**src/rtl/led_seq_pkg.sv**
```systemverilog
// Shared definitions for the multi-channel LED colour sequencer: direction codes,
// channel state type and the wrap-around stepping rules.
package led_seq_pkg;

  localparam logic DIR_UP   = 1'b0;
  localparam logic DIR_DOWN = 1'b1;

  typedef enum logic [0:0] {
    IDLE = 1'b0,
    RUN  = 1'b1
  } ch_state_t;

  // One step inside [min_v, max_v]; leaving either end re-enters at the opposite end.
  function automatic int next_colour(input int cur, input logic dir,
                                     input int min_v, input int max_v);
    int nxt;
    if (dir == DIR_UP) begin
      nxt = (cur >= max_v) ? min_v : cur + 1;
    end else begin
      nxt = (cur <= min_v) ? max_v : cur - 1;
    end
    return nxt;
  endfunction

  function automatic logic is_wrap(input int cur, input logic dir,
                                   input int min_v, input int max_v);
    logic w;
    if (dir == DIR_UP) begin
      w = (cur >= max_v);
    end else begin
      w = (cur <= min_v);
    end
    return w;
  endfunction

endpackage

```
**src/rtl/led_seq_channel.sv**
```systemverilog
// One colour channel: button edge detect, IDLE/RUN state, colour register and
// a single-cycle wrap pulse. Current state is exported for observation.
module led_seq_channel
  import led_seq_pkg::*;
#(
  parameter int WIDTH    = 3,
  parameter int MIN_VAL  = 1,
  parameter int MAX_VAL  = 6,
  parameter int BTN_EDGE = 0
) (
  input  logic             clk,
  input  logic             rst,
  input  logic             button,
  input  logic             tick,
  input  logic             auto_en,
  input  logic             dir,
  input  logic             hold,
  output logic [WIDTH-1:0] colour,
  output logic             wrap,
  output ch_state_t        state
);

  logic             button_q;
  logic             btn_ev;
  logic             adv;
  logic [WIDTH-1:0] entry_val;
  logic [WIDTH-1:0] step_val;
  logic             step_wrap;

  assign btn_ev = (BTN_EDGE != 0) ? (button & ~button_q) : button;
  assign adv    = ~hold & (auto_en ? tick : btn_ev);

  assign entry_val = (dir == DIR_DOWN) ? WIDTH'(MAX_VAL) : WIDTH'(MIN_VAL);
  assign step_val  = WIDTH'(next_colour(int'(colour), dir, MIN_VAL, MAX_VAL));
  assign step_wrap = is_wrap(int'(colour), dir, MIN_VAL, MAX_VAL);

  // button_q tracks the pin every cycle so a press made during hold or
  // auto mode cannot surface later as a stale edge.
  always_ff @(posedge clk) begin
    if (rst) begin
      button_q <= 1'b0;
      state    <= IDLE;
      colour   <= '0;
      wrap     <= 1'b0;
    end else begin
      button_q <= button;
      wrap     <= 1'b0;
      if (adv) begin
        if (state == IDLE) begin
          state  <= RUN;
          colour <= entry_val;
        end else begin
          colour <= step_val;
          wrap   <= step_wrap;
        end
      end
    end
  end

endmodule

```
**src/rtl/led_colour_sequencer.sv**
```systemverilog
// Multi-channel LED colour sequencer: shared auto-advance tick generator feeding
// NUM_CH independent channels, each stepping through [MIN_VAL..MAX_VAL].
module led_colour_sequencer
  import led_seq_pkg::*;
#(
  parameter int WIDTH    = 3,
  parameter int NUM_CH   = 2,
  parameter int MIN_VAL  = 1,
  parameter int MAX_VAL  = 6,
  parameter int BTN_EDGE = 0,
  parameter int PRESC_W  = 8
) (
  input  logic                    clk,
  input  logic                    rst,
  input  logic [NUM_CH-1:0]       button,
  input  logic                    auto_en,
  input  logic                    dir,
  input  logic [NUM_CH-1:0]       hold,
  input  logic [PRESC_W-1:0]      auto_period,
  output logic [NUM_CH*WIDTH-1:0] colour,
  output logic [NUM_CH-1:0]       wrap
);

  logic [PRESC_W-1:0] cnt;
  logic               tick;

  // Combinational compare so a period of 0 ticks on every enabled cycle and
  // lowering the period below the running count fires straight away.
  assign tick = auto_en & (cnt >= auto_period);

  always_ff @(posedge clk) begin
    if (rst) begin
      cnt <= '0;
    end else if (!auto_en || tick) begin
      cnt <= '0;
    end else begin
      cnt <= cnt + 1'b1;
    end
  end

  ch_state_t        ch_state  [NUM_CH];
  logic [WIDTH-1:0] ch_colour [NUM_CH];

  for (genvar i = 0; i < NUM_CH; i++) begin : g_ch
    led_seq_channel #(
      .WIDTH   (WIDTH),
      .MIN_VAL (MIN_VAL),
      .MAX_VAL (MAX_VAL),
      .BTN_EDGE(BTN_EDGE)
    ) u_ch (
      .clk    (clk),
      .rst    (rst),
      .button (button[i]),
      .tick   (tick),
      .auto_en(auto_en),
      .dir    (dir),
      .hold   (hold[i]),
      .colour (ch_colour[i]),
      .wrap   (wrap[i]),
      .state  (ch_state[i])
    );

    // An idle channel always drives 0 to the LED, whatever its register holds.
    assign colour[i*WIDTH +: WIDTH] = (ch_state[i] == RUN) ? ch_colour[i] : '0;
  end

endmodule
```
**config.mk**
```make
export PLATFORM = sky130hd
export DESIGN_NAME = led_colour_sequencer
export DESIGN_NICKNAME = d
export VERILOG_FILES = /design/src/rtl/led_seq_pkg.sv /design/src/rtl/led_seq_channel.sv /design/src/rtl/led_colour_sequencer.sv
export SDC_FILE = /design/constraint.sdc
export NUM_CORES = 1
export LEC_CHECK = 0
export CAP_MARGIN = 20
export CORE_MARGIN = 2
export CORE_UTILIZATION = 65
export CTS_BUF_LIST = sky130_fd_sc_hd__clkbuf_4
export CTS_CLUSTER_DIAMETER = 200
export DETAILED_ROUTE_END_ITERATION = 10
export DONT_BUFFER_PORTS = 1
export PLACE_DENSITY = 0.89
export SETUP_SLACK_MARGIN = 0.05
export SLEW_MARGIN = 0
export SYNTH_ARGS = -nofsm -noshare
export SYNTH_HDL_FRONTEND = slang
export SYNTH_HIERARCHICAL = 1
export SYNTH_SLANG_ARGS = --single-unit
```
**constraint.sdc**
```tcl
create_clock -name clk -period 2.89 [get_ports clk]
set_input_delay 0.7225 -clock clk [delete_from_list [all_inputs] [get_ports clk]]
set_output_delay 0.7225 -clock clk [all_outputs]
set_load 0.02 [all_outputs]
```
# Word level (Yosys, flattened, before mapping)
# Cells that the tools add are included.
# totals
regBits	18
in_bits	16
out_inout_bits	8
# op_classes
addsub	5
magnitude_cmp	5
muxes	15
bitwise	9
n_reduce_logical	5
# ops
operator	n
3-bit two-way mux	11
8-bit by 1-bit adder with 8-bit output (second input constant)	1
8-bit greater-or-equal comparator	1
3-bit by 1-bit adder with 3-bit output (second input constant)	2
3-bit greater-or-equal comparator (second input constant)	2
3-bit by 1-bit <= comparator with 1-bit output (second input constant)	2
1-bit NOT	6
3-bit OR reduction	2
3-bit by 1-bit subtractor with 3-bit output (second input constant)	2
1-bit two-way mux	4
1-bit AND	3
2-bit OR reduction	1
1-bit logical NOT	1
1-bit logical OR	1

# Longest topological paths before layout
# logic_depth
depth_word	6
depth_mapped	10

# By module
# Netlist, hierarchy kept.
# by_module_without_submodules
module	instances	cells_each	area_per_inst_um2	seq_area_each_um2
led_seq_channel	2	42	361.6	100.1
led_colour_sequencer	1	66	566.8	160.2

# Least setup slack after synthesis
# Ideal clock, no wire load.
# synth_timing
path_type	input to register
start	input auto_period[2]
end	register g_ch[0].u_ch.colour[1]
arrival_ns	2.374
slack_ns	0.425
path_stages	9
cell_sequence	inv_1 ha_1 a211o_1 a31oi_2 nor3_1 o21a_1 mux2i_2 nor3_2 a311oi_1
# synth_via
elab_chain_len	4
# synth_rtl
item	line_no	text
start: declaration	led_colour_sequencer.sv:19	input logic [PRESC_W-1:0] auto_period,
8-bit greater-or-equal comparator	led_colour_sequencer.sv:29	assign tick = auto_en & (cnt >= auto_period);
1-bit AND	led_colour_sequencer.sv:29	
named net tick	led_colour_sequencer.sv:25	logic tick;
1-bit two-way mux	led_seq_channel.sv:31	assign adv = ~hold & (auto_en ? tick : btn_ev);
1-bit AND	led_seq_channel.sv:31	
end signal: assignment	led_seq_channel.sv:51	colour <= entry_val;
end signal: assignment	led_seq_channel.sv:53	colour <= step_val;
end: declaration	led_seq_channel.sv:18	output logic [WIDTH-1:0] colour,
# The timed path passes the listed nets, and every way through them passes these cells.
# A chain may end at the register's enable or synchronous reset.

# Final worst setup path
# Same ends and word-level chain as after synthesis.

==> flow_summary.toml <==
[timing]
slew_headroom_pct = 73.2
maxSlewViolCount = 0
worst_pin_slew_ns = 0.402
finalCriticalPeriod_ns = 2.33
min_period_over_period_pct = 80.5
hold_viol_final = 0
rsz0062_at_grt = "no"
fin_skew_ns = 0.00130
setup_viol = 0
max_freq_ghz = 0.430
setup_tns_ns = 0

[power_and_ir_drop]
clockPowerShare_pct = 28.7
p_comb_share_pct = 13.9
switchingPower_uw = 133
p_leak_uw = 0.000543
pwr_density_cell_nw_per_um2 = 347
swShare_pct = 28.4
power.internal_uw = 335
pwr-share-seq_pct = 57.4
ir_worst_vdd_mv = 0.318

[yosys]
yosys_warnings = 6
ys_ff_latch = 18
synthCells = 150
synth_most_common_cell = "dfxtp_1"
syn_area_um2 = 1290
yosys.cell_types.count = 32
seq_area_frac_synth_pct = 27.9
avgSynthCellArea_um2 = 8.60
yosysTopAreaCell = "dfxtp_1"
synth_fa_ha_area_share_pct = 16.5
synthXorXnorAreaFrac_pct = 4.07
synth.mux.area_fraction_pct = 2.13
synth_top_area_share_pct = 27.9
synth_compound_area_share_pct = 16.8
synth-simple-area-share_pct = 27.9
synth_ff_type = "dfxtp_1"
synth_enable_flop_cells = 0
synthTopCellsByArea = "dfxtp_1, ha_1, inv_1"
async_flop_share_pct = 0
synth_top_cells_by_count = "dfxtp_1, ha_1, inv_1, nor2_1, nand3_1"
synth_top_family_by_area = "simple AND/OR/NAND/NOR gates"
syn_nets = 183

[floorplan]
core_um2 = 1920
ioPinCount = 24
initial_core_util_pct = 67.1
die_h_um = 48.6
die_area_um2 = 2360
row_count = 16
die_x_um = 48.6

[place]
dpl.hpwl_um = 2070
numPortBuffers = 0
gp_congestion = 0.799

[setup_path]
path_max_fanout = 3
worstReg2RegEnd = "g_ch[0].u_ch/colour[1]$_SDFFE_PP0N_"
r2r_start = "cnt[2]$_SDFF_PP0_"
path_class = "input port to flip-flop"
required_ns = 3.11
cp.arrival_ns = 2.54
start_kind = "input port"
ff2ff_setup_slack_ns = 0.59
end_kind = "flip-flop"
worstRegToRegCells = 8

[global_route]
grt_overflow = 0
antenna_found_initial = 0
grt_pass1_vias = 1033
grt_max_degree = 15
track_usage_pct = 24.8
grt_pass1_wl_um = 4500

[clock_network]
root_buffer = "clkbuf_4"
postCtsSetupRepairBufs = 0
cts_resized = 0
clockBufferDepth = 2
cts_tree = "done"
insertion_delay_ns = 0.30
cts_buffers = 3
htreeDepth = 1
cts_sinks = 18
cts_hold_buf = 0
clkTransAtPathRegs_ns = 0.10

[route]
ant_nets = 0
routed_wl_um = 2680
dr_total_vias = 1093
route.detailed.drc = 0
viasPerCell = 6.04
wire_per_inst_um = 14.8
drt_iter0_drc = 15
dr.pass1.iters = 4

[cells_and_area]
antenna_cells = 0
syn_to_final_growth_pct = 4.66
seqCellArea_um2 = 360
multi_input_area_um2 = 870
nFillCells = 156
drive_gt1_share_pct = 9.74
utilization_pct = 70.2
final_nets = 188

[hold_path]
min_path_type = "input port to flip-flop"
min_from = "rst"
min_path_cells = 1
min_to = "g_ch[0].u_ch/colour[0]$_SDFFE_PP0N_"

[status]
status = "finished, final reports clean"

[flow_run]
drv_cap = 0
## layout make-up
cell class / instances / share of cell area [%]
Tap cell: 27 / 2.50
Clock inverter: 1 / 0.278
Inverter: 16 / 4.45
Sequential cell: 18 / 26.7
Multi-Input combinational cell: 116 / 64.4
Clock buffer: 3 / 1.67
## worst max-delay path: stages
cell and delay [ns]:
inv_1 0.02, ha_1 0.31, a211o_1 0.31, a31oi_2 0.24, nor3_1 0.08, o21a_1 0.23, mux2i_2 0.25, nor3_2 0.10
a311oi_1 0.28
## logic make-up (layout without fill, tap and decap cells)
logic type               Yosys count  in the layout
AND/OR/NAND/NOR                   62             62
multiplexers                       2              2
AO/OA/AOI/OAI                     29             29
XOR/XNOR                           6              6
adder cells (fa/ha/maj)           17             17
buffers and inverters             16             20
flip-flops                        18             18
## layout by cell type (no fill, tap or decap)
cell type and count:
clkinv_1 1, inv_1 16, nor3_1 1, xnor2_1 1, o2111a_1 1, nand3b_1 4
o21bai_2 2, and2b_1 4, nor2_2 2, nand2b_1 1, o211ai_1 3, nand2_1 3
a31oi_2 1, clkbuf_4 3, xor2_1 5, a21oi_1 6, ha_1 17, mux2i_2 2
and3_1 2, o21ai_1 6, o21a_1 1, nor4b_2 2, o21ai_0 3, nor2_1 16
a311oi_1 4, o31ai_4 1, nand3_1 11, and2_1 6, or2_1 2, dfxtp_1 18
or3_1 2, nor3_2 2, a211o_1 1, nor2b_1 4
## worst max-delay path by stage
stage	start	endpoint	slack (ns)	depth (start not counted)
2_1_floorplan	auto_period[2]	g_ch[0].u_ch/colour[1]$_SDFFE_PP0N_	0.43	9
3_3_place_gp	auto_period[2]	g_ch[1].u_ch/colour[1]$_SDFFE_PP0N_	0.35	9
3_5_place_dp	auto_period[2]	g_ch[0].u_ch/colour[1]$_SDFFE_PP0N_	0.26	9
4_1_cts	auto_period[2]	g_ch[0].u_ch/colour[1]$_SDFFE_PP0N_	0.57	9
5_1_grt	auto_period[2]	g_ch[1].u_ch/colour[1]$_SDFFE_PP0N_	0.51	9
6_report	auto_period[2]	g_ch[0].u_ch/colour[1]$_SDFFE_PP0N_	0.56	9
## power by group through the flow
stage / sequential [uW] / combinational, uW / clock (uW)
after floorplan: 270 / 54.0 / 0
after global placement: 273 / 60.0 / 0
after detailed placement: 274 / 64.4 / 0
after CTS: 269 / 64.7 / 135
after global routing: 270 / 73.4 / 140
final: 269 / 65.2 / 134
## layer usage
| layer | up-vias | track usage (%) | wire (um) |
|---|---|---|---|
| met5 | - | 0 | 0 |
| met4 | 0 | 11.0 | 121 |
| met3 | 16 | 8.33 | 142 |
| met2 | 40 | 44.2 | 1310 |
| met1 | 504 | 26.5 | 1110 |
| li1 | 533 | - | - |
## through the flow
stage	hold slack [ns]	area [um^2]	power (uW)	setup slack (ns)	cells
after floorplan	0.448	1290	324	0.425	150
after global placement	0.487	1320	333	0.352	177
after detailed placement	0.501	1320	339	0.257	177
after CTS	0.470	1350	468	0.569	181
after global routing	0.463	1350	484	0.511	181
final	0.471	1350	468	0.562	181
## registers in the layout, summed over array words and instances, names as in the netlist
register	flops
cnt	8
g_ch.u_ch/state	2
g_ch.u_ch/colour	6
g_ch.u_ch/wrap	2
(Power assumes the default switching activity.)
